==> src/rtl/wb_ext_bridge.sv <==
// Wishbone classic slave to NS-target bridge: address-decoded fan-out, registered
// one-cycle responses, decode/target error, bus timeout and sticky error status.
module wb_ext_bridge #(
  parameter int AW      = 32,
  parameter int DW      = 32,
  parameter int NS      = 4,
  parameter int SELW    = 3,
  parameter int SEL_LSB = 12,
  parameter int TO_CYC  = 255,
  parameter int TO_W    = 8
) (
  input  logic               clk,
  input  logic               rst_n,
  input  logic               wbs_cyc_i,
  input  logic               wbs_stb_i,
  input  logic               wbs_we_i,
  input  logic [DW/8-1:0]    wbs_sel_i,
  input  logic [AW-1:0]      wbs_adr_i,
  input  logic [DW-1:0]      wbs_dat_i,
  output logic               wbs_ack_o,
  output logic               wbs_err_o,
  output logic [DW-1:0]      wbs_dat_o,
  output logic [NS-1:0]      tgt_cyc_o,
  output logic [NS-1:0]      tgt_stb_o,
  output logic               tgt_we_o,
  output logic [DW/8-1:0]    tgt_sel_o,
  output logic [AW-1:0]      tgt_adr_o,
  output logic [DW-1:0]      tgt_dat_o,
  input  logic [NS*DW-1:0]   tgt_dat_i,
  input  logic [NS-1:0]      tgt_ack_i,
  input  logic [NS-1:0]      tgt_err_i,
  output logic               busy_o,
  output logic [1:0]         err_status_o,
  input  logic               err_clr_i,
  output logic [7:0]         tmo_cnt_o
);

  typedef enum logic [1:0] {IDLE, REQ, RESP} state_t;

  localparam logic [TO_W-1:0] TO_LAST = TO_W'((TO_CYC == 0) ? 0 : TO_CYC - 1);

  state_t            state, state_n;
  logic [TO_W-1:0]   cnt;
  logic [SELW-1:0]   adr_idx;
  logic [NS-1:0]     onehot;
  logic [DW-1:0]     rdata;
  logic              accept, dec_err, hit_ack, hit_err, tmo, drop, wait_cyc;

  assign adr_idx = wbs_adr_i[SEL_LSB +: SELW];
  assign busy_o  = (state != IDLE);

  // The one-hot strobe register doubles as the latched target index, so the
  // selected target's ack/err/data are picked by masking with it.
  always_comb begin
    state_n  = state;
    accept   = 1'b0;
    dec_err  = 1'b0;
    hit_ack  = 1'b0;
    hit_err  = 1'b0;
    tmo      = 1'b0;
    drop     = 1'b0;
    wait_cyc = 1'b0;
    onehot   = '0;
    rdata    = '0;
    for (int unsigned k = 0; k < NS; k++) begin
      onehot[k] = (32'(adr_idx) == k);
      if (tgt_stb_o[k]) rdata = tgt_dat_i[k*DW +: DW];
    end
    case (state)
      IDLE: begin
        if (wbs_cyc_i && wbs_stb_i) begin
          accept = 1'b1;
          if (32'(adr_idx) >= NS) begin
            dec_err = 1'b1;
            state_n = RESP;
          end else begin
            state_n = REQ;
          end
        end
      end
      REQ: begin
        if (!wbs_cyc_i) begin
          drop    = 1'b1;
          state_n = IDLE;
        end else if (|(tgt_err_i & tgt_stb_o)) begin
          hit_err = 1'b1;
          state_n = RESP;
        end else if (|(tgt_ack_i & tgt_stb_o)) begin
          hit_ack = 1'b1;
          state_n = RESP;
        end else if ((TO_CYC != 0) && (cnt == TO_LAST)) begin
          tmo     = 1'b1;
          state_n = RESP;
        end else begin
          wait_cyc = 1'b1;
        end
      end
      RESP: state_n = IDLE;
      default: state_n = IDLE;
    endcase
  end

  always_ff @(posedge clk) begin
    if (!rst_n) begin
      state        <= IDLE;
      cnt          <= '0;
      wbs_ack_o    <= 1'b0;
      wbs_err_o    <= 1'b0;
      wbs_dat_o    <= '0;
      tgt_cyc_o    <= '0;
      tgt_stb_o    <= '0;
      tgt_we_o     <= 1'b0;
      tgt_sel_o    <= '0;
      tgt_adr_o    <= '0;
      tgt_dat_o    <= '0;
      err_status_o <= '0;
      tmo_cnt_o    <= '0;
    end else begin
      state     <= state_n;
      wbs_ack_o <= hit_ack;
      wbs_err_o <= hit_err | tmo | dec_err;
      if (accept) begin
        tgt_we_o  <= wbs_we_i;
        tgt_sel_o <= wbs_sel_i;
        tgt_adr_o <= wbs_adr_i;
        tgt_dat_o <= wbs_dat_i;
        tgt_cyc_o <= onehot;
        tgt_stb_o <= onehot;
        cnt       <= '0;
      end
      if (hit_ack || hit_err || tmo || drop) begin
        tgt_cyc_o <= '0;
        tgt_stb_o <= '0;
      end
      if (wait_cyc) cnt <= cnt + TO_W'(1);
      if (hit_ack && !tgt_we_o) wbs_dat_o <= rdata;
      err_status_o <= (err_clr_i ? 2'b00 : err_status_o) | {tmo, dec_err | hit_err};
      if (tmo && (tmo_cnt_o != 8'hFF)) tmo_cnt_o <= tmo_cnt_o + 8'd1;
    end
  end

endmodule

==> config.mk <==
export PLATFORM = sky130hd
export DESIGN_NAME = wb_ext_bridge
export DESIGN_NICKNAME = d
export VERILOG_FILES = /design/src/rtl/wb_ext_bridge.sv
export SDC_FILE = /design/constraint.sdc
export NUM_CORES = 1
export LEC_CHECK = 0
export BUFFER_PORTS_ARGS = -buffer_cell sky130_fd_sc_hd__buf_2
export CAP_MARGIN = 25
export CORE_MARGIN = 10
export CORE_UTILIZATION = 45
export CTS_CLUSTER_SIZE = 12
export DETAILED_ROUTE_END_ITERATION = 10
export GPL_TIMING_DRIVEN = 0
export PLACE_DENSITY_LB_ADDON = 0.3
export SYNTH_ARGS = -nofsm -noshare
export SYNTH_HDL_FRONTEND = slang
export SYNTH_SLANG_ARGS = --single-unit
==> constraint.sdc <==
create_clock -name clk -period 3.2 [get_ports clk]
set_input_delay 0.48 -clock clk [delete_from_list [all_inputs] [get_ports clk]]
set_output_delay 0.48 -clock clk [all_outputs]
set_load 0.01 [all_outputs]
Word level (Yosys, flattened, before mapping)
Cells that the tools add are included.
Operators by class
  $add $sub $neg: 2
  magnitude comparators: 1
  equal/unequal tests: 8
  mux-type cells: 38
  bitwise logic cells: 7
  reduce and logical (&&, ||, !) cells: 15
Operators with widths (number)
  32-bit 2-to-1 mux: 4
  1-bit 2-to-1 mux: 24
  8-bit by 1-bit adder with 8-bit output, second input constant: 2
  8-bit 2-to-1 mux: 2
  2-bit 2-to-1 mux: 7
  4-bit AND: 2
  8-bit equality test, second input constant: 1
  8-bit inequality test, second input constant: 1
  4-bit OR reduction: 2
  3-bit by 2-bit equality test with 1-bit output, second input constant: 2
  5-bit inequality test, second input constant: 1
  2-bit one-hot mux with 2 select lines: 1
  2-bit nonzero test: 2
  3-bit by 1-bit equality test with 1-bit output, second input constant: 1
  3-bit greater-or-equal comparator, second input constant: 1
  1-bit logical AND: 3
  3-bit zero test: 1
  1-bit logical OR: 3
  1-bit bitwise OR: 3
  2-bit by 1-bit equality test with 1-bit output, second input constant: 1
  2-bit zero test: 1
  2-bit inequality test, second input constant: 1
  2-bit bitwise OR: 1
  2-bit AND reduction: 1
  other kinds (3): 3
Storage, ports and cells
  register bits: 127
  output and inout port bits: 122
  word-level logic and storage cells: 83

Logic depth before layout (Yosys ltp)
  depth in word-level cells: 10
  gate-level depth with buffers: 7
  mapped depth without buffers: 6

Least setup slack after synthesis
No wires, ideal clock.
  kind: in2reg
  start: input tgt_err_i[0]
  end: register cnt[2]
  setup time: 0.091 ns
  data arrival time: 1.934 ns
  slack: 1.175 ns
  stages on the path: 5
  path buffers: 1
  path through: a22o_1 -> or3_1 -> clkbuf_1 -> or4_1 -> a311oi_1
On the way
  cells in the longest elaborated chain, start to end: 6
  elaborated cells on any way between the ends: 7
Ends and longest elaborated chain
  start: declaration: line 31  | input logic [NS-1:0] tgt_err_i,
  4-bit AND (*): line 85  | end else if (|(tgt_err_i & tgt_stb_o)) begin
  4-bit OR reduction (*): line 85
  1-bit 2-to-1 mux (*): line 85
  1-bit 2-to-1 mux (*): line 82  | if (!wbs_cyc_i) begin
  1-bit 2-to-1 mux (*): line 69  | case (state)
  8-bit 2-to-1 mux or 2-bit nonzero test (tied branches)
  end signal: assignment: line 135  | if (wait_cyc) cnt <= cnt + TO_W'(1);
  end: declaration: line 43  | logic [TO_W-1:0] cnt;
Every way passes the cells marked *; elsewhere a longest branch is shown, timed or not.
A chain may end at the register's enable or synchronous reset.

Final worst setup path
  start: register tgt_stb_o[0]
  end: register wbs_dat_o[26]
On the way
  cells in the longest elaborated chain, start to end: 7
  elaborated cells on any way between the ends: 13
Ends and longest elaborated chain
  start: declaration: line 24  | output logic [NS-1:0] tgt_stb_o,
  start signal: assignment: line 128  | tgt_stb_o <= onehot;
  4-bit AND: line 88  | end else if (|(tgt_ack_i & tgt_stb_o)) begin
  4-bit OR reduction: line 88
  1-bit 2-to-1 mux: line 88
  1-bit 2-to-1 mux: line 85
  1-bit 2-to-1 mux: line 82
  1-bit 2-to-1 mux: line 69
  1-bit logical AND: line 136  | if (hit_ack && !tgt_we_o) wbs_dat_o <= rdata;
  end signal: assignment: line 136
  end: declaration: line 22  | output logic [DW-1:0] wbs_dat_o,
Parallel ways exist; a longest one is shown, timed or not.

==> flow_metrics.py <==
metrics = {
    "grt": {
        "groute.usage.overall": 0.245,
        "globalRouteOverflowTotal": 0,
        "global_route_wire_length_before_repair_mm": 35.7,
        "antenna_found_initial": 3,
        "grt_max_degree": 17,
        "number_of_global_route_vias_before_repair": 6811,
    },
    "worst_setup_path": {
        "critical_path_buf_inv_count": 2,
        "crit_path_end_kind": "register",
        "setup.worst_path.class": "reg -> reg",
        "crit_arrival_ps": 2620,
        "crit_family": "compound AO/OA/AOI/OAI gates",
        "worst-path-max-fanout": 10,
        "startpoint_type": "register",
        "critPathRequiredTime_ps": 3490,
        "worst_path_max_delay_cell": "dfxtp_1",
        "path_cells": "a22oi_1, a2111o_1, clkbuf_1, buf_1, o311a_1",
        "crit_path_max_incr_delay_ps": 550,
    },
    "logic_synthesis": {
        "yosysSeqAreaShare": 0.424,
        "synthesis.area_per_instance_sq_um": 8.15,
        "synth_seq_cells": 127,
        "syn-cell-area_sq_mm": 0.00599,
        "ys_types": 52,
        "postSynthCellCount": 735,
        "syn_nets": 948,
        "synth_enable_flop_cells": 0,
        "synth-async-reset-ratio": 0,
        "synth-warning-count": 0,
        "synth-main-ff-cell": "dfxtp_1",
    },
    "sta": {
        "final_hold_viol_count": 0,
        "setup_violations_final": 0,
        "finalWorstPathRequiredPeriod_ps": 2320,
        "tightest_slew_ps": 622,
        "relSlewSlack": 0.584,
        "fin_skew_ps": 8.70,
        "fmax_mhz": 431,
        "timing.final.crit_share": 0.726,
        "fin_tns_setup_ps": 0,
        "finalMaxSlewViolations": 0,
        "rsz_0062_raised_after_global_routing": "no",
    },
    "detailed_routing": {
        "wl_mm": 23.7,
        "initialDrtViolationCount": 267,
        "drt_pass1_iterations": 5,
        "antenna_left": 0,
        "avgRoutedWirePerCell_um": 18.6,
        "viasPerCell": 5.35,
        "route.vias.total": 6827,
        "drcViolationCount": 0,
    },
    "clock_network": {
        "postCtsHoldBufs": 0,
        "tritoncts_num_sinks": 127,
        "clock-root-buffer": "clkbuf_16",
        "tritoncts_clock_tree": "yes",
        "htreeDepth": 4,
        "post-cts-setup-buffer-count": 0,
        "worstSkewPairLatency_ps": 410,
        "clkSlewWorstSetupHoldPaths_ps": 60,
        "post_cts.resized_instances": 0,
        "number_of_buffers_added_by_the_clock_tree_synthesis_step": 17,
        "clock_path_buffers": 2,
    },
    "power_and_ir_drop": {
        "leakage_nw": 3.73,
        "cellPowerDensity_mw_per_mm2": 466,
        "power.ir.vdd_worst_uv": 340,
    },
    "hold_path": {
        "hold_path_class": "in -> reg",
    },
    "layout": {
        "mostFrequentLayoutCells": "buf_2, nand2_1, dfxtp_1",
        "flow.area_growth_from_synthesis_pct": 41.0,
        "finish.instance_area_sq_mm": 0.00845,
        "drive_above_1_share": 0.340,
        "area_occupied_by_multi_input_gates_sq_mm": 0.00313,
        "final_common_cell": "buf_2",
        "num-nets-final": 1298,
        "filler_cell_count": 1189,
        "final-seq-area_sq_mm": 0.00254,
    },
    "placement": {
        "gp_routability_congestion": 0.913,
        "dpl_wire_length_mm": 19.0,
        "buffers_added_on_ports": 331,
        "placement.cell_area_sq_mm": 0.00787,
    },
    "floorplan": {
        "die_outline_area_sq_mm": 0.0183,
        "floorplan.io_pins": 332,
        "dieHeight_um": 135,
        "rows": 42,
        "fp.dieW_um": 135,
        "start_util": 0.456,
        "coreArea_sq_mm": 0.0131,
    },
    "job": {
        "timing.max_cap.violations": 0,
    },
    "status": {
        "run_status": "complete, no violations",
    },
}
-- synthesized netlist by cell type (4+ instances only) --
library cell / count / area share
a21oi_1: 78 / 0.065
nor4_1: 7 / 0.0073
nor2b_1: 33 / 0.034
buf_4: 4 / 0.0050
clkbuf_1: 65 / 0.041
a22o_1: 4 / 0.0058
a221oi_1: 32 / 0.047
o31ai_1: 36 / 0.045
dfxtp_1: 127 / 0.42
o311ai_0: 5 / 0.0073
nand2_1: 184 / 0.12
buf_1: 4 / 0.0025
nand3_1: 10 / 0.0084
o21bai_1: 34 / 0.043
and3_1: 5 / 0.0052
nor3_1: 7 / 0.0058
nand4_1: 6 / 0.0063
nand2b_1: 7 / 0.0073
o311a_1: 33 / 0.055
nor2_1: 5 / 0.0031
-- kinds of logic after synthesis --
| logic type | after synthesis | synth area share |
|---|---|---|
| compound gates | 243 | 0.296 |
| fa+ha+maj | 3 | 0.00627 |
| buf+inv | 79 | 0.0535 |
| flops | 127 | 0.424 |
| mux | 3 | 0.00501 |
| simple gates | 280 | 0.215 |
-- report_power, final --
group | switching [mW] | internal [mW] | total, mW
Clock | 0.713 | 1.14 | 1.86
Combinational | 0.238 | 0.186 | 0.424
Sequential | 0.0245 | 1.63 | 1.65
-- path summary, 6_finish.rpt --
| path | from | end | slack, ps | depth (start not counted) |
|---|---|---|---|---|
| worst min register to register | tgt_dat_o[30] | tgt_dat_o[30] | 450 | 2 |
| worst max-delay path | tgt_stb_o[0] | wbs_dat_o[26] | 880 | 5 |
| worst min-delay path | wbs_adr_i[1] | tgt_adr_o[1] | 310 | 3 |
| worst max register to register | tgt_stb_o[0] | wbs_dat_o[26] | 880 | 5 |
-- per-layer routing --
metal  track usage  up-vias  routed length [um]
met3        0.0890       27                2290
met5             0        -                   0
li1              -     3391                   -
met2         0.422      309               11800
met1         0.269     3100                9050
met4        0.0951        0                 538
-- area by class of cell --
class                   instances  share of cell area
well taps                     176              0.0261
plain buffers                  75              0.0361
repair buffers                331               0.196
flip-flops and latches        127               0.301
clock inverters                14              0.0167
multi-input cells             529               0.370
inverters                       4             0.00178
diodes                          3            0.000889
clock buffers                  18              0.0508
-- flip-flops by register name (all words and copies together), names as in the netlist --
name          flops
err_status_o      2
tgt_we_o          1
wbs_dat_o        32
tgt_dat_o        32
cnt               8
tgt_adr_o        32
wbs_ack_o         1
tgt_stb_o         4
wbs_err_o         1
state             2
tgt_sel_o         4
tmo_cnt_o         8
-- worst reg2reg max path, stage by stage, from the launching register on --
cell      delay [ps]
dfxtp_1          550
a22oi_1          190
a2111o_1         510
clkbuf_1         270
buf_1            300
o311a_1          380
-- through the flow --
| stage | worst slack [ps] | utilization | hold WS [ps] | instances | power (mW) |
|---|---|---|---|---|---|
| after floorplan | 1180 | - | 476 | 735 | 1.87 |
| after global placement | 799 | 0.599 | 439 | 1242 | 2.11 |
| after detailed placement | 791 | 0.599 | 443 | 1242 | 2.11 |
| after CTS | 859 | 0.642 | 290 | 1274 | 3.97 |
| after global routing | 739 | 0.643 | 293 | 1277 | 4.09 |
| final | 878 | 0.643 | 306 | 1277 | 3.93 |
(Power assumes the default switching activity.)
